--- src/rtl/frame_buffer_pp_if.sv ---
// Byte-stream, vsync and scanner read bundle for frame_buffer_pp.
// master drives the stream and scanner inputs; slave is the frame store.
interface frame_buffer_pp_if #(
    parameter int ROWS      = 8,
    parameter int ROW_BYTES = 8
);
    localparam int RW = (ROWS > 1) ? $clog2(ROWS) : 1;
    localparam int CW = (ROW_BYTES > 1) ? $clog2(ROW_BYTES) : 1;

    logic          in_valid;
    logic [7:0]    in_data;
    logic          vsync;
    logic [RW-1:0] rd_row;
    logic [CW-1:0] rd_col;
    logic [7:0]    rd_data;
    logic          cmd_valid;
    logic [7:0]    cmd_brightness;
    logic          frame_done;
    logic          frame_swap;
    logic          pkt_err;

    modport master (
        output in_valid, in_data, vsync, rd_row, rd_col,
        input  rd_data, cmd_valid, cmd_brightness,
        input  frame_done, frame_swap, pkt_err
    );

    modport slave (
        input  in_valid, in_data, vsync, rd_row, rd_col,
        output rd_data, cmd_valid, cmd_brightness,
        output frame_done, frame_swap, pkt_err
    );
endinterface

--- src/rtl/frame_buffer_pp.sv ---
// Packet-parsing ping-pong LED frame store; swaps buffers only at vsync.
// Optional mid-packet idle abort: define FB_TIMEOUT_EN.
module frame_buffer_pp #(
    parameter int         ROWS        = 8,
    parameter int         ROW_BYTES   = 8,
    parameter logic [7:0] BRIGHT_RST  = 8'h80,
    parameter int         TIMEOUT_CYC = 65535
) (
    input logic               clk,
    input logic               rst_n,
    frame_buffer_pp_if.slave  bus
);
    localparam int FB = ROWS * ROW_BYTES;
    localparam int AW = $clog2(2 * FB);
    localparam int WW = (FB > 1) ? $clog2(FB) : 1;

    typedef enum logic [2:0] {
        S_IDLE, S_HDR, S_TYPE, S_ARG, S_DATA
    } state_t;

    state_t        state;
    logic [WW-1:0] wr_cnt;
    logic          front;
    logic          pending;
    logic [7:0]    rd_q;
    logic          cmd_q;
    logic [7:0]    bright_q;
    logic          done_q;
    logic          swap_q;
    logic          err_q;

    logic [7:0]    mem [2*FB];
    logic [AW-1:0] wr_addr;
    logic [AW-1:0] rd_addr;
    logic          rd_ok;
    logic          mem_we;
    logic          swap_go;

    assign mem_we  = bus.in_valid && (state == S_DATA);
    assign swap_go = pending && bus.vsync && (state != S_DATA);
    assign wr_addr = (front ? AW'(0) : AW'(FB)) + AW'(wr_cnt);
    assign rd_addr = (front ? AW'(FB) : AW'(0))
                   + AW'(bus.rd_row) * AW'(ROW_BYTES)
                   + AW'(bus.rd_col);
    assign rd_ok   = (int'(bus.rd_col) < ROW_BYTES)
                   && (int'(bus.rd_row) < ROWS);

    // Storage is deliberately unreset; only complete frames reach the front.
    always_ff @(posedge clk) begin
        if (mem_we) mem[wr_addr] <= bus.in_data;
    end

    always_ff @(posedge clk or negedge rst_n) begin
        if (!rst_n) rd_q <= 8'h00;
        else        rd_q <= rd_ok ? mem[rd_addr] : 8'h00;
    end

`ifdef FB_TIMEOUT_EN
    localparam int TW = $clog2(TIMEOUT_CYC + 1);
    logic [TW-1:0] idle_cnt;
    logic          idle_hit;

    assign idle_hit = (state != S_IDLE) && !bus.in_valid
                   && (idle_cnt == TW'(TIMEOUT_CYC - 1));

    always_ff @(posedge clk or negedge rst_n) begin
        if (!rst_n) begin
            idle_cnt <= '0;
        end else if (bus.in_valid || state == S_IDLE || idle_hit) begin
            idle_cnt <= '0;
        end else begin
            idle_cnt <= idle_cnt + 1'b1;
        end
    end
`else
    logic idle_hit;
    logic unused_timeout;
    assign idle_hit       = 1'b0;
    assign unused_timeout = ^32'(TIMEOUT_CYC);
`endif

    always_ff @(posedge clk or negedge rst_n) begin
        if (!rst_n) begin
            state    <= S_IDLE;
            wr_cnt   <= '0;
            front    <= 1'b0;
            pending  <= 1'b0;
            cmd_q    <= 1'b0;
            bright_q <= BRIGHT_RST;
            done_q   <= 1'b0;
            swap_q   <= 1'b0;
            err_q    <= 1'b0;
        end else begin
            cmd_q  <= 1'b0;
            done_q <= 1'b0;
            swap_q <= 1'b0;
            err_q  <= 1'b0;
            if (swap_go) begin
                front   <= ~front;
                pending <= 1'b0;
                swap_q  <= 1'b1;
            end
            if (bus.in_valid) begin
                unique case (state)
                    S_IDLE: begin
                        if (bus.in_data == 8'hAA) state <= S_HDR;
                    end
                    S_HDR: begin
                        if (bus.in_data == 8'h55)      state <= S_TYPE;
                        else if (bus.in_data == 8'hAA) state <= S_HDR;
                        else                           state <= S_IDLE;
                    end
                    S_TYPE: begin
                        unique case (1'b1)
                            (bus.in_data == 8'hBC): state <= S_ARG;
                            (bus.in_data == 8'hF0): begin
                                state   <= S_DATA;
                                wr_cnt  <= '0;
                                pending <= 1'b0;
                            end
                            default: begin
                                state <= S_IDLE;
                                err_q <= 1'b1;
                            end
                        endcase
                    end
                    S_ARG: begin
                        bright_q <= bus.in_data;
                        cmd_q    <= 1'b1;
                        state    <= S_IDLE;
                    end
                    S_DATA: begin
                        if (wr_cnt == WW'(FB - 1)) begin
                            wr_cnt  <= '0;
                            done_q  <= 1'b1;
                            pending <= 1'b1;
                            state   <= S_IDLE;
                        end else begin
                            wr_cnt <= wr_cnt + 1'b1;
                        end
                    end
                    default: state <= S_IDLE;
                endcase
            end else if (idle_hit) begin
                state  <= S_IDLE;
                wr_cnt <= '0;
                err_q  <= 1'b1;
            end
        end
    end

    assign bus.rd_data        = rd_q;
    assign bus.cmd_valid      = cmd_q;
    assign bus.cmd_brightness = bright_q;
    assign bus.frame_done     = done_q;
    assign bus.frame_swap     = swap_q;
    assign bus.pkt_err        = err_q;
endmodule
--- src/flat_wrapper.sv ---
// flat-port wrapper written by rule: the top's interface ports become plain ports
module frame_buffer_pp_flat 
#(
    parameter int         ROWS        = 8,
    parameter int         ROW_BYTES   = 8,
    parameter logic [7:0] BRIGHT_RST  = 8'h80,
    parameter int         TIMEOUT_CYC = 65535
)
  (clk, rst_n, bus_in_valid, bus_in_data, bus_vsync, bus_rd_row, bus_rd_col, bus_rd_data, bus_cmd_valid, bus_cmd_brightness, bus_frame_done, bus_frame_swap, bus_pkt_err);
  frame_buffer_pp_if #(.ROWS(ROWS), .ROW_BYTES(ROW_BYTES)) bus_i ();
  input logic clk;
  input logic rst_n;
  input wire logic [$bits(bus_i.in_valid)-1:0] bus_in_valid;
  input wire logic [$bits(bus_i.in_data)-1:0] bus_in_data;
  input wire logic [$bits(bus_i.vsync)-1:0] bus_vsync;
  input wire logic [$bits(bus_i.rd_row)-1:0] bus_rd_row;
  input wire logic [$bits(bus_i.rd_col)-1:0] bus_rd_col;
  output wire logic [$bits(bus_i.rd_data)-1:0] bus_rd_data;
  output wire logic [$bits(bus_i.cmd_valid)-1:0] bus_cmd_valid;
  output wire logic [$bits(bus_i.cmd_brightness)-1:0] bus_cmd_brightness;
  output wire logic [$bits(bus_i.frame_done)-1:0] bus_frame_done;
  output wire logic [$bits(bus_i.frame_swap)-1:0] bus_frame_swap;
  output wire logic [$bits(bus_i.pkt_err)-1:0] bus_pkt_err;
  assign bus_i.in_valid = bus_in_valid;
  assign bus_i.in_data = bus_in_data;
  assign bus_i.vsync = bus_vsync;
  assign bus_i.rd_row = bus_rd_row;
  assign bus_i.rd_col = bus_rd_col;
  assign bus_rd_data = bus_i.rd_data;
  assign bus_cmd_valid = bus_i.cmd_valid;
  assign bus_cmd_brightness = bus_i.cmd_brightness;
  assign bus_frame_done = bus_i.frame_done;
  assign bus_frame_swap = bus_i.frame_swap;
  assign bus_pkt_err = bus_i.pkt_err;
  frame_buffer_pp #(.ROWS(ROWS), .ROW_BYTES(ROW_BYTES), .BRIGHT_RST(BRIGHT_RST), .TIMEOUT_CYC(TIMEOUT_CYC)) u_core (.clk(clk), .rst_n(rst_n), .bus(bus_i));
endmodule
--- config.mk ---
export PLATFORM = sky130hd
export DESIGN_NAME = frame_buffer_pp_flat
export DESIGN_NICKNAME = d
export VERILOG_FILES = /design/src/rtl/frame_buffer_pp_if.sv /design/src/rtl/frame_buffer_pp.sv /design/src/flat_wrapper.sv
export SDC_FILE = /design/constraint.sdc
export NUM_CORES = 1
export LEC_CHECK = 0
export ABC_AREA = 0
export BUFFER_PORTS_ARGS = -buffer_cell sky130_fd_sc_hd__buf_4
export CORE_AREA = 2 2 289 291
export CTS_BUF_LIST = sky130_fd_sc_hd__clkbuf_16
export DETAILED_ROUTE_END_ITERATION = 7
export DIE_AREA = 0 0 291 293
export HOLD_SLACK_MARGIN = 0.03
export PLACE_DENSITY = 0.65
export SYNTH_ARGS = -nofsm -noshare
export SYNTH_HDL_FRONTEND = slang
export SYNTH_SLANG_ARGS = --single-unit
--- constraint.sdc ---
create_clock -name clk -period 2.95 [get_ports clk]
set_input_delay 0.1475 -clock clk [delete_from_list [all_inputs] [get_ports clk]]
set_output_delay 0.1475 -clock clk [all_outputs]
set_load 0.05 [all_outputs]
==> impl_metrics.csv <==
group,metric,value,unit
outcome,status,"completed",
setup_path,required,3320,ps
clock_tree,htreeDepth,3,
global_route,grt_overflow,0,
timing,final_hold_viol_count,0,
drt,met2_length,47410,µm
global_route,antenna_found_initial,2,
cells_and_area,antennaDiodeCount,0,
setup_path,start_kind,"flop",
cells_and_area,final_area,47280,µm²
synthesis,synth-edff-count,1024,
timing,min_period_over_period,87.56,%
floorplan,die_area,85260,µm²
clock_tree,cts_tree,"done",
drt,dr.pass1.iters,5,
clock_tree,clk_path_buf_depth,3,
synthesis,yosysUniqueCellTypes,44,
synthesis,synth_flop_cell,"edfxtp_1",
floorplan,core,81850,µm²
synthesis,netlist_instances,1730,
floorplan,start_util,49.78,%
synthesis,avgSynthCellArea,23.55,µm²
drt,initialDrtViolationCount,2019,
setup_path,path_cells,"or3b_1, or3_1, buf_4, nor2_1, buf_4",
floorplan,die_h,293,µm
timing,fmax,387.1,MHz
timing,worst_pin_slew,745.9,ps
drt,vias,19252,
synthesis,synthSimpleGateAreaFrac,2.125,%
pwr,ir_worst_vdd,0.0004391,V
setup_path,worstSetupEndpointType,"flop",
clock_tree,insertion_delay,670,ps
drt,vias_per_cell,6.081,
clock_tree,cts_root_buf,"clkbuf_16",
setup_path,path_common_cell,"buf_4",
setup_path,cp_max_fo,8,
global_route,grt_pass1_vias,19658,
timing,final_max_slew_viol_count,0,
timing,whs,70.66,ps
drt,top_layer,"met4",
floorplan,die_width,291,µm
drt,route.antenna.remaining_nets,0,
timing,postLayoutSetupSlackWorst,366.9,ps
synthesis,synth_area,40740,µm²
synthesis,synth-compound-area-share,0.3593,%
timing,period_minus_slack,2583,ps
global_route,grt_pass1_wl,137800,µm
timing,finalSetupViolCount,0,
floorplan,rows,105,
synthesis,async_flop_share,2.938,%
min_path,min_path_type,"input port to flop",
timing,skew,16.29,ps
flow_run,cap_violations,0,
setup_path,critPathBufInv,2,
setup_path,worstPathArrival,2950,ps
place,gp_congestion,0.8286,
drt,met1_length,38720,µm
global_route,grt_max_degree,131,
timing,rsz0062_at_grt,"false",
cells_and_area,area_delta_synth_final,16.05,%
synthesis,synth-xor-area-share,0.04299,%
cells_and_area,drive_above_1_share,35.69,%
synthesis,yosysSeqAreaShare,77.38,%
synthesis,muxShareOfSynthArea,19.01,%
global_route,grt_usage,22.48,%
drt,drc_errors,0,
synthesis,ys_ff_latch,1055,
synthesis,synth_warnings,0,
pwr,p_leak,0.01533,µW
clock_tree,clock-sinks,1055,
clock_tree,cts.repair.resized,0,
synthesis,yosys.area_share.adder,0.03071,%
place,dp.final_hpwl,59390,µm
pwr,finalPower,31880,µW
place,detailed_place.area,43860,µm²
place,dp_slack,-2.838,ps
setup_path,cpLargestDelayFamily,"simple AND/OR/NAND/NOR gates",
drt,drt-wirelength-per-cell,29.67,µm
place,place.port_buffers,37,
setup_path,max_stage_delay,650,ps
drt,wl_met3,6323,µm
timing,relSlewSlack,50.27,%
synthesis,synth_top_family_by_area,"multiplexers",
clock_tree,cts_made_buffers,104,
pwr,powerDensity,674.3,nW/µm²
floorplan,ios,38,
setup_path,crit_type,"flop to flop",
synthesis,synth_nets,1749,
cells_and_area,fin_nets,2025,
clock_tree,path_clk_slew,60,ps
setup_path,slowest_stage,"or3_1",
drt,routed_wl,93950,µm
-- power breakdown --
part	switching (µW)	internal [µW]
clock	5450	7250
combinational	1470	890
sequential	130	16700
total	7050	24800
-- timing repair --
| item | CTS | global route |
|---|---|---|
| endpoints found under the hold margin | 166 | 0 |
| setup buffers | 0 | 0 |
| hold buffers | 11 | 0 |
-- worst min-delay path: cells and delay by family --
kind	cells	cell delay, ps
AOI/OAI and AO/OA	2	210
buffers and inverters	1	150
and+or+nand+nor	2	170
-- stage by stage --
step	setup TNS, ps	instances	utilization, %
final	0	3166	57.77
after detailed placement	-2.838	2959	53.58
after floorplan	0	1730	-
after CTS	0	3166	57.77
after global routing	0	3166	57.77
after global placement	-2.202	2959	53.58
-- placed cells by master, fill, tap and decap left out, types with 7 or more instances in the layout --
cell type / count
edfxtp_1: 1024
mux4_2: 336
buf_4: 225
nor2_1: 135
clkbuf_16: 105
inv_1: 39
dfrtp_1: 30
buf_12: 24
nand2_1: 21
clkinv_1: 20
clkinv_2: 19
mux2_2: 16
nand3_1: 12
dlygate4sd3_1: 10
bufinv_16: 9
nor2b_1: 7
-- cell type report --
| class | count | area [µm²] |
|---|---|---|
| clock buffers | 105 | 2628 |
| clock inverters | 91 | 678.2 |
| fillers | 5868 | 34560 |
| inverters | 6 | 22.52 |
| multi-input cells | 578 | 8790 |
| flip-flops and latches | 1055 | 31530 |
| well taps | 1070 | 1339 |
| repair buffers | 261 | 2300 |
-- metal layers --
layer / vias to the layer above / global-route usage (%)
li1: 7924 / -
met1: 10487 / 31.92
met2: 735 / 37.17
met3: 106 / 3.691
met4: 0 / 5.169
met5: - / 0
-- state kept, by name, summed over array words and instances (netlist names) --
name	flops
u_core.mem	1024
u_core.bus.cmd_brightness	8
u_core.bus.rd_data	8
u_core.wr_cnt	6
u_core.state	3
u_core.bus.cmd_valid	1
u_core.bus.frame_done	1
u_core.bus.frame_swap	1
u_core.bus.pkt_err	1
u_core.front	1
u_core.pending	1
-- path summary, 6_finish.rpt --
| kind | from | to | slack [ps] | cells past startpoint |
|---|---|---|---|---|
| worst max-delay path | u_core.state[0]$_DFFE_PN0P_ | u_core.mem[87][6]$_DFFE_PP_ | 370 | 5 |
| worst min-delay path | bus_in_data[4] | u_core.state[0]$_DFFE_PN0P_ | 70 | 5 |
| worst max register to register | u_core.state[0]$_DFFE_PN0P_ | u_core.mem[87][6]$_DFFE_PP_ | 370 | 5 |
| worst min register to register | u_core.bus.cmd_brightness[6]$_DFFE_PN0P_ | u_core.bus.cmd_brightness[6]$_DFFE_PN0P_ | 510 | 1 |
| max in group asynchronous | rst_n | u_core.state[2]$_DFFE_PN0P_ | 2200 | 4 |
| min in group asynchronous | rst_n | u_core.bus.cmd_brightness[0]$_DFFE_PN0P_ | 540 | 4 |
-- cell usage after synthesis (all sizes together), types with 4 or more instances --
library cell / instances / share of area (%)
inv: 6 / 0.055
buf: 43 / 0.55
o21ai: 6 / 0.074
nand2: 21 / 0.19
nor2b: 7 / 0.11
mux4: 336 / 19
and3: 4 / 0.061
nor3: 4 / 0.049
clkbuf: 48 / 0.44
dfrtp: 30 / 1.8
nor2: 135 / 1.2
mux2: 16 / 0.44
edfxtp: 1024 / 75
nand3: 12 / 0.15
a21oi: 5 / 0.061
-- cells by family (layout without fill, tap and decap cells) --
kind of cell | count (synthesis) | after routing
and+or+nand+nor | 200 | 200
adders and majority gates | 1 | 1
AOI/OAI and AO/OA | 23 | 23
xor gates and xnor gates | 2 | 2
DFF | 1055 | 1055
buffers and inverters | 97 | 463
muxes | 352 | 352
Note: power is estimated with default switching activity, not from simulation.
